`config.mk`:
```
export PLATFORM = sky130hd
export DESIGN_NAME = ex_div_unit
export DESIGN_NICKNAME = d
export VERILOG_FILES = /design/src/rtl/ex_div_unit.sv
export SDC_FILE = /design/constraint.sdc
export NUM_CORES = 1
export LEC_CHECK = 0
export CORE_ASPECT_RATIO = 0.9
export CORE_MARGIN = 2
export CORE_UTILIZATION = 52
export DETAILED_ROUTE_END_ITERATION = 6
export HOLD_SLACK_MARGIN = 0.1
export PLACE_DENSITY = 0.82
export SLEW_MARGIN = 20
export SYNTH_ARGS = -nofsm -noshare
export SYNTH_HDL_FRONTEND = slang
export SYNTH_SLANG_ARGS = --single-unit
```
`constraint.sdc`:
```
create_clock -name clk_i -period 4.1 [get_ports clk_i]
set_clock_uncertainty 0.15 [all_clocks]
set_input_delay 1.025 -clock clk_i [delete_from_list [all_inputs] [get_ports clk_i]]
set_output_delay 1.025 -clock clk_i [all_outputs]
set_load 0.05 [all_outputs]
```
`src/rtl/ex_div_unit.sv`:
```
// ============================================================================
// ex_div_unit : 32-bit radix-2 restoring divider (DIV/DIVU), {rem, quo} result
// Optional macro: DIV_ZERO_FAST_EN (1-cycle divide-by-zero)   Revision: 1.0
// ============================================================================
`default_nettype none

module ex_div_unit (
  input  logic        clk_i,
  input  logic        rst_i,
  input  logic        start_i,
  input  logic        annul_i,
  input  logic        signed_div_i,
  input  logic [31:0] opdata1_i,
  input  logic [31:0] opdata2_i,
  output logic [63:0] result_o,
  output logic        ready_o
);

  typedef enum logic [1:0] {
    S_IDLE = 2'd0,
    S_BUSY = 2'd1,
    S_DONE = 2'd2
  } state_e;

  localparam logic [5:0]  LAST_ITER = 6'd31;
  localparam logic [31:0] ALL_ONES  = 32'hFFFF_FFFF;

  state_e      state_q, state_d;
  logic [5:0]  cnt_q, cnt_d;
  logic [31:0] dvs_q, dvs_d;
  logic [31:0] quo_q, quo_d;
  logic [31:0] rem_q, rem_d;
  logic [31:0] raw_q, raw_d;
  logic        negq_q, negq_d;
  logic        negr_q, negr_d;
  logic        zero_q, zero_d;
  logic [63:0] result_q, result_d;
  logic        ready_q, ready_d;

  logic [31:0] mag1, mag2;
  logic [32:0] shift_rem;
  logic        no_borrow;
  logic [31:0] sub_rem;
  logic [31:0] quo_nxt, rem_nxt;
  logic [31:0] quo_fin, rem_fin;

  assign mag1 = (signed_div_i && opdata1_i[31]) ? (~opdata1_i + 32'd1) : opdata1_i;
  assign mag2 = (signed_div_i && opdata2_i[31]) ? (~opdata2_i + 32'd1) : opdata2_i;

  // quo_q doubles as the dividend shift register; its MSB feeds the remainder.
  // The remainder stays below the divisor, so 32 bits of the difference suffice.
  assign shift_rem = {rem_q, quo_q[31]};
  assign no_borrow = (shift_rem >= {1'b0, dvs_q});
  assign sub_rem   = shift_rem[31:0] - dvs_q;
  assign quo_nxt   = {quo_q[30:0], no_borrow};
  assign rem_nxt   = no_borrow ? sub_rem : shift_rem[31:0];
  assign quo_fin   = negq_q ? (~quo_nxt + 32'd1) : quo_nxt;
  assign rem_fin   = negr_q ? (~rem_nxt + 32'd1) : rem_nxt;

  always_comb begin
    state_d  = state_q;
    cnt_d    = cnt_q;
    dvs_d    = dvs_q;
    quo_d    = quo_q;
    rem_d    = rem_q;
    raw_d    = raw_q;
    negq_d   = negq_q;
    negr_d   = negr_q;
    zero_d   = zero_q;
    result_d = result_q;
    ready_d  = 1'b0;

    case (state_q)
      S_IDLE: begin
        if (start_i && !annul_i) begin
          quo_d   = mag1;
          dvs_d   = mag2;
          rem_d   = 32'd0;
          raw_d   = opdata1_i;
          negq_d  = signed_div_i && (opdata1_i[31] ^ opdata2_i[31]);
          negr_d  = signed_div_i && opdata1_i[31];
          zero_d  = (opdata2_i == 32'd0);
          cnt_d   = 6'd0;
          state_d = S_BUSY;
`ifdef DIV_ZERO_FAST_EN
          if (opdata2_i == 32'd0) begin
            state_d  = S_DONE;
            result_d = {opdata1_i, ALL_ONES};
            ready_d  = 1'b1;
          end
`else
`endif
        end
      end

      S_BUSY: begin
        if (annul_i) begin
          state_d = S_IDLE;
        end else begin
          quo_d = quo_nxt;
          rem_d = rem_nxt;
          cnt_d = cnt_q + 6'd1;
          if (cnt_q == LAST_ITER) begin
            state_d = S_DONE;
            ready_d = 1'b1;
            // Zero divisor bypasses sign fix-up so both modes return the raw dividend.
            result_d = zero_q ? {raw_q, ALL_ONES} : {rem_fin, quo_fin};
          end
        end
      end

      S_DONE: begin
        if (annul_i || !start_i) begin
          state_d = S_IDLE;
        end else begin
          ready_d = 1'b1;
        end
      end

      default: begin
        state_d = S_IDLE;
      end
    endcase
  end

  always_ff @(posedge clk_i) begin
    if (rst_i) begin
      state_q  <= S_IDLE;
      cnt_q    <= 6'd0;
      dvs_q    <= 32'd0;
      quo_q    <= 32'd0;
      rem_q    <= 32'd0;
      raw_q    <= 32'd0;
      negq_q   <= 1'b0;
      negr_q   <= 1'b0;
      zero_q   <= 1'b0;
      result_q <= 64'd0;
      ready_q  <= 1'b0;
    end else begin
      state_q  <= state_d;
      cnt_q    <= cnt_d;
      dvs_q    <= dvs_d;
      quo_q    <= quo_d;
      rem_q    <= rem_d;
      raw_q    <= raw_d;
      negq_q   <= negq_d;
      negr_q   <= negr_d;
      zero_q   <= zero_d;
      result_q <= result_d;
      ready_q  <= ready_d;
    end
  end

  assign result_o = result_q;
  assign ready_o  = ready_q;

endmodule

`default_nettype wire

```
==> impl_metrics.csv, run 1 <==
group,metric,value,unit
run_status,status,"finished, final reports clean",
synth,synth_area_per_cell,7.65,um2
placed_design,place_inst,2176,
setup_path,critical_path.endpoint_type,"flop",
clock_tree,cts-buffers-inserted,23,
synth,async_flop_share,0,
grt,grt_pass1_wl,65100,um
sta,slew_headroom,0.308,
sta,layout_setup_ws,0.0188,ns
sta,setup_viol_count_final,0,
hold_path,hold_class,"flop to flop",
route,routed_wl,40600,um
setup_path,path_cells,"inv_1 > ha_4 > buf_4 > nand4_1 > nor2_2 > nand4_1 > o311ai_4 > or2_4 > mux2i_4 > ha_4 > nand4b_1 > nor4_4 > a31oi_4 > nor3_4 > mux2_4 > a21oi_4 > a211oi_2 > nor3_1",
floorplanning,placementRows,54,
clock_tree,hold_buffers,0,
setup_path,required,4.38,ns
setup_path,slowest_stage,"mux2_4",
grt,grt.total_usage,0.304,
grt,grt_overflow,0,
layout,nNetsFinal,2023,
clock_tree,clock_latency,0.51,ns
floorplanning,die_area,0.0261,mm2
sta,hold_violations,0,
synth,synth_top_area_frac,0.316,
route,vias,13400,
clock_tree,clk_pin_slew,0.06,ns
synth,synth_edf_count,0,
setup_path,max_stage_delay,0.35,ns
setup_path,crit_fanout,4,
hold_path,hold_start,"result_o[34]",
synth,ys_ff_latch,204,
route,routedWlPerCell,18.1,um
placed_design,io_buffer_count,133,
grt,grt_max_degree,96,
setup_path,cp-start-kind,"flop",
sta,worstMarginPinSlew,1.03,ns
floorplanning,die_w,170,um
layout,final_cells,2237,
synth,syn_nets,1797,
floorplanning,die_h,153,um
placed_design,gp_congestion,0.915,
layout,regArea,0.00410,mm2
setup_path,worstPathArrival,4.36,ns
synth,synth.distinct_cells,86,
floorplanning,start_util,0.531,
sta,period_needed,4.08,ns
route,drc,0,
synth,synth_cells,1687,
sta,max_freq,245,MHz
synth,yosys_warnings,0,
layout,layout-drive-gt1-share,0.175,
clock_tree,cts.htree.levels,1,
synth,synthFlopType,"dfxtp_1",
power_and_ir_drop,p_per_area,371,mW/mm2
clock_tree,clockRootBuffer,"clkbuf_16",
setup_path,rr_worst_depth,18,
sta,holdWs,0.306,ns
clock_tree,cts.sinks,204,
route,drt-vias-per-instance,5.99,
setup_path,r2r-start,"dvs_q[28]",
layout,area.growth.synth_to_final,31.1,%
layout,post-route-util,0.696,
route,drt_iter0_markers,1258,
synth,synth_common_cells,"nor2_1, nand2_1, dfxtp_1",
synth,synth_area_leaders,"dfxtp_1, nor2_1, nand2_1, a21oi_1, xor2_1",
setup_path,criticalPathCategory,"flop to flop",
synth,synth.most_common_cell,"nor2_1",
placed_design,dp_hpwl,29300,um
route,drtAntennaViolNets,0,
power_and_ir_drop,peakVddDrop,282,uV
floorplanning,io_pins,134,
sta,grt_setup_unrepaired,"yes",
placed_design,dp_slack,-0.158,ns
setup_path,crit_start,"dvs_q[28]",
sta,setup_tns,0,ns
power_and_ir_drop,p_leak,6.28,nW
grt,grt_pass1_vias,12700,
layout,multi_input_area,0.00868,mm2
sta,fin_crit_sh,0.995,
synth,ys_seq_area_frac,0.316,
synth,syn_area,0.0129,mm2
grt,antenna_found_initial,1,
layout,fillerInstances,1937,
run,max_cap_violations,0,
clock_tree,clock_path_buffers,3,
synth,yosys.area.top_type,"dfxtp_1",
route,dr.pass1.iters,5,
clock_tree,cts_tree,"built",
floorplanning,coreArea,0.0243,mm2
layout,n_antenna_cell,0,
sta,slew_violations,0,
hold_path,holdPathStages,2,
final timing paths:
kind	end	slack (ns)
worst max-delay path	result_o[54]	0.02
worst min-delay path	result_o[34]	0.31
worst max register to register	result_o[54]	0.02
worst min register to register	result_o[34]	0.31
power breakdown:
part	internal, mW	switching [mW]	total [mW]
logic	0.831	1.05	1.89
registers	2.06	0.0657	2.12
clock network	1.40	0.869	2.27
worst max-delay path, delay by kind of cell, from the launching register on:
kind	cells	cell delay (ns)
buffers and inverters	2	0.19
AOI/OAI and AO/OA	4	0.44
adders and majority gates	2	0.44
muxes	2	0.63
DFF	1	0.32
and+or+nand+nor	8	1.82
final cells by class:
type                    instances  area share
clock inverters                11      0.0112
clock buffers                  30      0.0373
inverters                      55      0.0122
flip-flops and latches        204       0.242
repair buffers                308       0.161
well taps                     308      0.0228
multi-input cells            1321       0.513
sequential cells by signal (all words and copies together), names as in the netlist:
register / cells
raw_q: 32
cnt_q: 6
rem_q: 32
negq_q: 1
quo_q: 32
state_q: 2
ready_o: 1
result_o: 64
zero_q: 1
dvs_q: 32
negr_q: 1
metrics by stage:
step | cell area, um2 | total power, mW
after floorplan | 13100 | 3.21
after global placement | 15500 | 3.81
after detailed placement | 15500 | 3.85
after CTS | 16500 | 6.14
after global routing | 16900 | 6.53
final | 16900 | 6.28
layout by cell type, fill, tap and decap left out, types with 7 or more instances in the layout:
cell type	synthesis	routed
ha_1	40	24
a21oi_2	4	12
a22oi_1	29	29
o21ai_0	68	66
or3_1	25	24
dfxtp_1	204	190
clkbuf_16	0	23
o21a_1	9	9
nand2_1	211	211
a211oi_2	2	7
a21o_1	10	10
a311oi_1	11	10
clkdlybuf4s50_1	0	132
nor2b_1	11	10
buf_4	3	164
nand2b_1	11	11
nor2_1	237	230
o31ai_1	17	14
dfxtp_2	0	14
inv_1	52	47
xnor2_1	64	63
a211oi_1	72	67
nand3_1	15	12
ha_4	0	16
o211ai_1	13	13
mux2i_1	29	28
a31oi_1	43	40
nor2_2	1	7
buf_6	3	7
nor4_1	16	13
nor3_1	37	33
nand4_1	12	12
a21oi_1	151	141
xor2_1	80	79
cell families after synthesis:
logic type	after synthesis	share of synthesized area
buffers and inverters	162	0.0579
multiplexers	32	0.0251
AO/OA/AOI/OAI	487	0.249
flip-flops	204	0.316
XOR/XNOR	144	0.0977
adder cells (fa/ha/maj)	41	0.0403
AND/OR/NAND/NOR	617	0.214
what timing repair did:
item / CTS / global route
setup buffers: 3 / 17
gates resized for setup: 23 / 62
pin swaps: 14 / 16
hold endpoints to repair: 0 / 0
setup endpoints to repair: 11 / 27
routing by layer:
metal / GRT usage / routed length, um
met5: 0 / 12
met2: 0.498 / 18900
met4: 0.110 / 1490
met3: 0.0383 / 2620
met1: 0.411 / 17500
No activity file was read; power rests on OpenSTA's default activity.
==> run 2, diff against run 1 <==
--- a/config.mk
+++ b/config.mk
@@ -9,6 +9,7 @@
 export CORE_MARGIN = 2
 export CORE_UTILIZATION = 52
 export DETAILED_ROUTE_END_ITERATION = 6
+export GPL_ROUTABILITY_DRIVEN = 0
 export HOLD_SLACK_MARGIN = 0.1
 export PLACE_DENSITY = 0.82
 export SLEW_MARGIN = 20
==> run 2 against run 1 <==
Against the previous run: the flow now finishes with violations (negative setup slack); routed wire length fell by 2.9%; combinational power shrank 6%; global-route usage fell by 2.0 points; critical path depth stayed put; clock power up 5%; non-clock buffer count is 60 lower; final cell count shrank 2.5%; via count barely moved; largest cell class unchanged.
==> impl_metrics.csv, run 2 (synthesis gave the netlist of run 1 again) <==
group,metric,value,unit
grt,antenna_found_initial,0,
floorplanning,die_area,0.0261,mm2
clock_tree,cts-buffers-inserted,24,
run,max_cap_violations,0,
floorplanning,start_util,0.531,
layout,largest_reg_flops,64,
floorplanning,io_pins,134,
placed_design,io_buffer_count,133,
layout,layout_common_cells,"nor2_1, nand2_1, dfxtp_1",
route,drt-vias-per-instance,6.15,
layout,nNetsFinal,1964,
layout,fillerInstances,1866,
floorplanning,placementRows,54,
sta,layout_setup_ws,-0.109,ns
route,vias,13400,
floorplanning,coreArea,0.0243,mm2
setup_path,r2r_setup_slack,-0.11,ns
hold_path,hold_class,"flop to flop",
placed_design,dp_hpwl,27000,um
setup_path,critical_path.endpoint_type,"flop",
setup_path,rr_worst_depth,18,
layout,area.growth.synth_to_final,27.8,%
setup_path,crit_start,"rem_q[1]",
power_and_ir_drop,peakVddDrop,297,uV
clock_tree,clk_pin_slew,0.07,ns
route,drc,0,
sta,slew_headroom,0.226,
grt,grt_max_degree,109,
sta,holdWs,0.302,ns
floorplanning,die_w,170,um
sta,hold_violations,0,
setup_path,crit_fanout,11,
sta,slew_violations,0,
run_status,status,"complete, but fails checks",
clock_tree,clock_path_buffers,3,
setup_path,endpoint,"result_o[58]",
clock_tree,clock_latency,0.52,ns
sta,worstMarginPinSlew,1.16,ns
floorplanning,die_h,153,um
setup_path,cp-start-kind,"flop",
route,routedWlPerCell,18.1,um
layout,layout_commonest_cell,"nor2_1",
layout,layout-drive-gt1-share,0.161,
setup_path,required,4.38,ns
route,drt_iter0_markers,1495,
power_and_ir_drop,p_leak,5.96,nW
setup_path,worstPathArrival,4.49,ns
route,drtAntennaViolNets,0,
sta,setup_viol_count_final,7,
layout,n_antenna_cell,0,
grt,grt_pass1_vias,12400,
setup_path,criticalPathCategory,"flop to flop",
hold_path,hold_start,"dvs_q[22]",
clock_tree,cts.htree.levels,1,
clock_tree,hold_buffers,0,
sta,fin_crit_sh,1.03,
sta,grt_setup_unrepaired,"yes",
sta,period_needed,4.21,ns
grt,grt_pass1_wl,61500,um
grt,grt_overflow,0,
run_status,violations,"negative setup slack",
clock_tree,clockRootBuffer,"clkbuf_16",
route,dr.pass1.iters,6,
setup_path,r2r-start,"rem_q[1]",
sta,max_freq,238,MHz
power_and_ir_drop,design_power_total,6.30,mW
grt,grt.total_usage,0.284,
power_and_ir_drop,p_per_area,382,mW/mm2
clock_tree,cts.sinks,204,
clock_tree,cts_tree,"built",
route,routed_wl,39400,um
setup_path,r2r-end,"result_o[58]",
run 2: how the worst min path moves through the flow:
stage	endpoint	slack (ns)	depth (start not counted)
2_1_floorplan	raw_q[5]	0.28	2
3_3_place_gp	dvs_q[31]	0.29	2
3_5_place_dp	dvs_q[22]	0.30	2
4_1_cts	dvs_q[22]	0.30	2
5_1_grt	dvs_q[22]	0.32	2
6_report	dvs_q[22]	0.30	2
run 2: area by class of cell:
type | instances | area (um2) | share of cell area
multi-input combinational | 1321 | 8650 | 0.524
sequential | 204 | 4110 | 0.249
timing repair buffer | 248 | 2250 | 0.137
clock buffer | 31 | 678 | 0.0411
tap | 308 | 385 | 0.0234
clock inverter | 13 | 209 | 0.0127
inverter | 55 | 206 | 0.0125
run 2: timing repair:
action / 4_1_cts / 5_1_grt
endpoints found under the setup margin: 13 / 30
buffers inserted: 1 / 15
resized for setup: 10 / 87
endpoints found under the hold margin: 0 / 0
pin swaps: 4 / 42
run 2: critical path: stages, from the launching register on:
cell      delay [ns]
dfxtp_1         0.48
ha_4            0.28
nor2_2          0.11
a211oi_2        0.08
o211ai_1        0.37
a31oi_1         0.15
or2_4           0.31
buf_6           0.17
o21ai_4         0.15
ha_4            0.17
nand3_4         0.08
nor4_4          0.38
a31oi_4         0.17
nor3_4          0.32
buf_4           0.17
a21oi_2         0.05
xnor2_1         0.20
mux2i_1         0.10
a211oi_1        0.22
run 2: stage by stage:
step	area [um2]	util	worst slack, ns	TNS (ns)	instances
2_1_floorplan	13100	-	-0.155	-0.259	1687
3_3_place_gp	15100	0.619	0.0143	0	2120
3_5_place_dp	15100	0.619	-0.153	-0.729	2120
4_1_cts	16000	0.658	0.00215	0	2165
5_1_grt	16500	0.678	-0.268	-2.02	2180
6_report	16500	0.678	-0.109	-0.375	2180
run 2: power breakdown:
group	total [mW]	switching, mW	internal [mW]
combinational	1.78	1.02	0.764
sequential	2.12	0.0666	2.06
clock	2.39	0.906	1.49
total	6.30	1.99	4.31
run 2: per-layer routing:
metal / vias to the layer above / share of wire / track usage
met5: - / 0 / 0
met4: 0 / 0.035 / 0.0912
met3: 124 / 0.070 / 0.0326
met2: 587 / 0.48 / 0.482
met1: 6367 / 0.41 / 0.376
li1: 6332 / - / -
==> run 3, diff against run 2 <==
--- a/config.mk
+++ b/config.mk
@@ -7,11 +7,11 @@
 export LEC_CHECK = 0
 export CORE_ASPECT_RATIO = 0.9
 export CORE_MARGIN = 2
-export CORE_UTILIZATION = 52
+export CORE_UTILIZATION = 49
 export DETAILED_ROUTE_END_ITERATION = 6
 export GPL_ROUTABILITY_DRIVEN = 0
 export HOLD_SLACK_MARGIN = 0.1
-export PLACE_DENSITY = 0.82
+export PLACE_DENSITY = 0.75
 export SLEW_MARGIN = 20
 export SYNTH_ARGS = -nofsm -noshare
 export SYNTH_HDL_FRONTEND = slang
==> constraint.sdc (replaced) <==
create_clock -name clk_i -period 4.6 [get_ports clk_i]
set_clock_uncertainty 0.15 [all_clocks]
set_input_delay 1.15 -clock clk_i [delete_from_list [all_inputs] [get_ports clk_i]]
set_output_delay 1.15 -clock clk_i [all_outputs]
set_load 0.05 [all_outputs]
==> run 3 against run 2 <==
Against the previous run: the run now ends clean; non-clock buffer count shrank 51; final cell count decreased by 0.69%; register-to-register slack improved by 0.21 ns; combinational power fell by 22%; worst setup slack improved by 0.21 ns; routed wire length down 0.28%; flip-flop and latch count is the same; count of clock-buffer cells in the layout shrank 1; first-iteration DRC count rose by 12%; clock power decreased by 21%; critical endpoint unchanged.
==> impl_metrics.csv, run 3 (synthesis gave the netlist of run 1 again) <==
group,metric,value,unit
power_and_ir_drop,switching_power,1.65,mW
floorplanning,die_h,158,um
route,wl_met3,3360,um
power_and_ir_drop,peakVddDrop,249,uV
grt,grt_pass1_wl,62300,um
route,wl_met2,16700,um
run_status,status,"finished, final reports clean",
power_and_ir_drop,p_per_area,332,mW/mm2
sta,hold_violations,0,
setup_path,r2r-start,"rem_q[8]",
floorplanning,io_pins,134,
setup_path,required,4.86,ns
hold_path,holdPathStages,2,
grt,grt_max_degree,99,
sta,slew_headroom,0.383,
sta,period_needed,4.50,ns
power_and_ir_drop,sw_frac_of_total,0.319,
layout,layout_commonest_cell,"nor2_1",
route,drt-vias-per-instance,5.96,
grt,grt.total_usage,0.277,
sta,setup_tns,0,ns
setup_path,path_cells,"ha_2 > nand4_1 > nor4_2 > buf_4 > nand4_1 > o311ai_1 > or2_4 > mux2i_2 > ha_2 > nand4b_1 > nor4_1 > a31oi_4 > nor3_4 > buf_4 > a21oi_1 > xnor2_1 > mux2i_1 > a211oi_1",
clock_tree,clock_path_buffers,3,
sta,layout_setup_ws,0.101,ns
layout,largest_reg_flops,64,
clock_tree,cts_tree,"built",
power_and_ir_drop,p_leak,5.61,nW
placed_design,place_inst,2116,
floorplanning,die_w,175,um
power_and_ir_drop,seq_power_share,0.366,
layout,layout_common_cells,"nor2_1, nand2_1, dfxtp_1",
layout,nNetsFinal,1912,
route,vias,12900,
hold_path,hold_class,"flop to flop",
setup_path,cp-start-kind,"flop",
sta,holdWs,0.300,ns
sta,max_freq,222,MHz
layout,fin_area,0.0156,mm2
power_and_ir_drop,pwr-share-comb,0.269,
route,routed_wl,39300,um
setup_path,r2r-end,"result_o[58]",
route,wl_met1,18500,um
setup_path,rr_worst_depth,18,
setup_path,worstPathArrival,4.76,ns
run,max_cap_violations,0,
route,drc,0,
layout,layout-drive-gt1-share,0.0903,
grt,antenna_found_initial,0,
clock_tree,clk_pin_slew,0.06,ns
placed_design,io_buffer_count,133,
layout,n_antenna_cell,0,
route,drtAntennaViolNets,0,
clock_tree,clockRootBuffer,"clkbuf_16",
setup_path,crit_fanout,8,
floorplanning,die_area,0.0277,mm2
setup_path,max_stage_delay,0.51,ns
floorplanning,placementRows,56,
sta,worstMarginPinSlew,0.919,ns
sta,fin_crit_sh,0.978,
clock_tree,cts-buffers-inserted,23,
route,routedWlPerCell,18.1,um
setup_path,slowest_stage,"nor4_1",
floorplanning,start_util,0.496,
power_and_ir_drop,p_clk_frac,0.365,
sta,slew_violations,0,
clock_tree,clock_latency,0.52,ns
hold_path,hold_end,"result_o[42]",
power_and_ir_drop,p_int,3.52,mW
setup_path,crit_start,"rem_q[8]",
route,dr.pass1.iters,5,
setup_path,critical_path.endpoint_type,"flop",
placed_design,dp_slack,0.127,ns
hold_path,hold_start,"result_o[42]",
route,routed.top_layer,"met4",
floorplanning,coreArea,0.0260,mm2
layout,final_cells,2165,
clock_tree,cts.sinks,204,
setup_path,criticalPathCategory,"flop to flop",
placed_design,dp_hpwl,28900,um
grt,grt_pass1_vias,11600,
setup_path,crit_buf_inv,2,
layout,area.growth.synth_to_final,20.6,%
power_and_ir_drop,design_power_total,5.17,mW
grt,grt_overflow,0,
clock_tree,cts.htree.levels,1,
route,drt_iter0_markers,1673,
placed_design,place_area,0.0146,mm2
setup_path,cp_top_family,"simple AND/OR/NAND/NOR gates",
setup_path,r2r_setup_slack,0.10,ns
layout,post-route-util,0.599,
sta,setup_viol_count_final,0,
run 3: timing repair:
action / CTS / global route
buffers inserted: 0 / 9
hold buffers: 0 / 0
pin swaps: 0 / 10
resized for setup: 1 / 30
endpoints found under the setup margin: 1 / 20
run 3: worst max path at each step:
stage	to	slack [ns]	cells after the start
floorplan	result_o[54]	0.17	21
global placement	result_o[59]	0.30	16
detailed placement	result_o[58]	0.13	20
CTS	result_o[58]	0.05	19
global route	result_o[58]	-0.08	19
finish	result_o[58]	0.10	18
run 3: final cells by class:
cell class	count	area, um2
clock buffer	30	632
clock inverter	10	129
fill	2321	10400
inverter	55	206
multi-input combinational	1321	8210
sequential	204	4090
tap	348	435
timing repair buffer	197	1850
run 3: power groups by stage:
stage,clock (mW),combinational [mW],sequential (mW)
floorplan,0,0.908,1.91
global placement,0,1.28,1.93
detailed placement,0,1.30,1.93
CTS,1.91,1.32,1.89
global route,1.98,1.51,1.90
finish,1.89,1.39,1.89
run 3: layer usage:
layer | track usage | vias to the layer above
met1 | 0.410 | 6066
met2 | 0.423 | 554
met5 | 0 | -
met3 | 0.0427 | 59
met4 | 0.0583 | 0
li1 | - | 6232
run 3: worst min-delay path: stages (launching register included):
cell	delay [ns]
dfxtp_1	0.31
nand2_1	0.05
a21oi_1	0.05
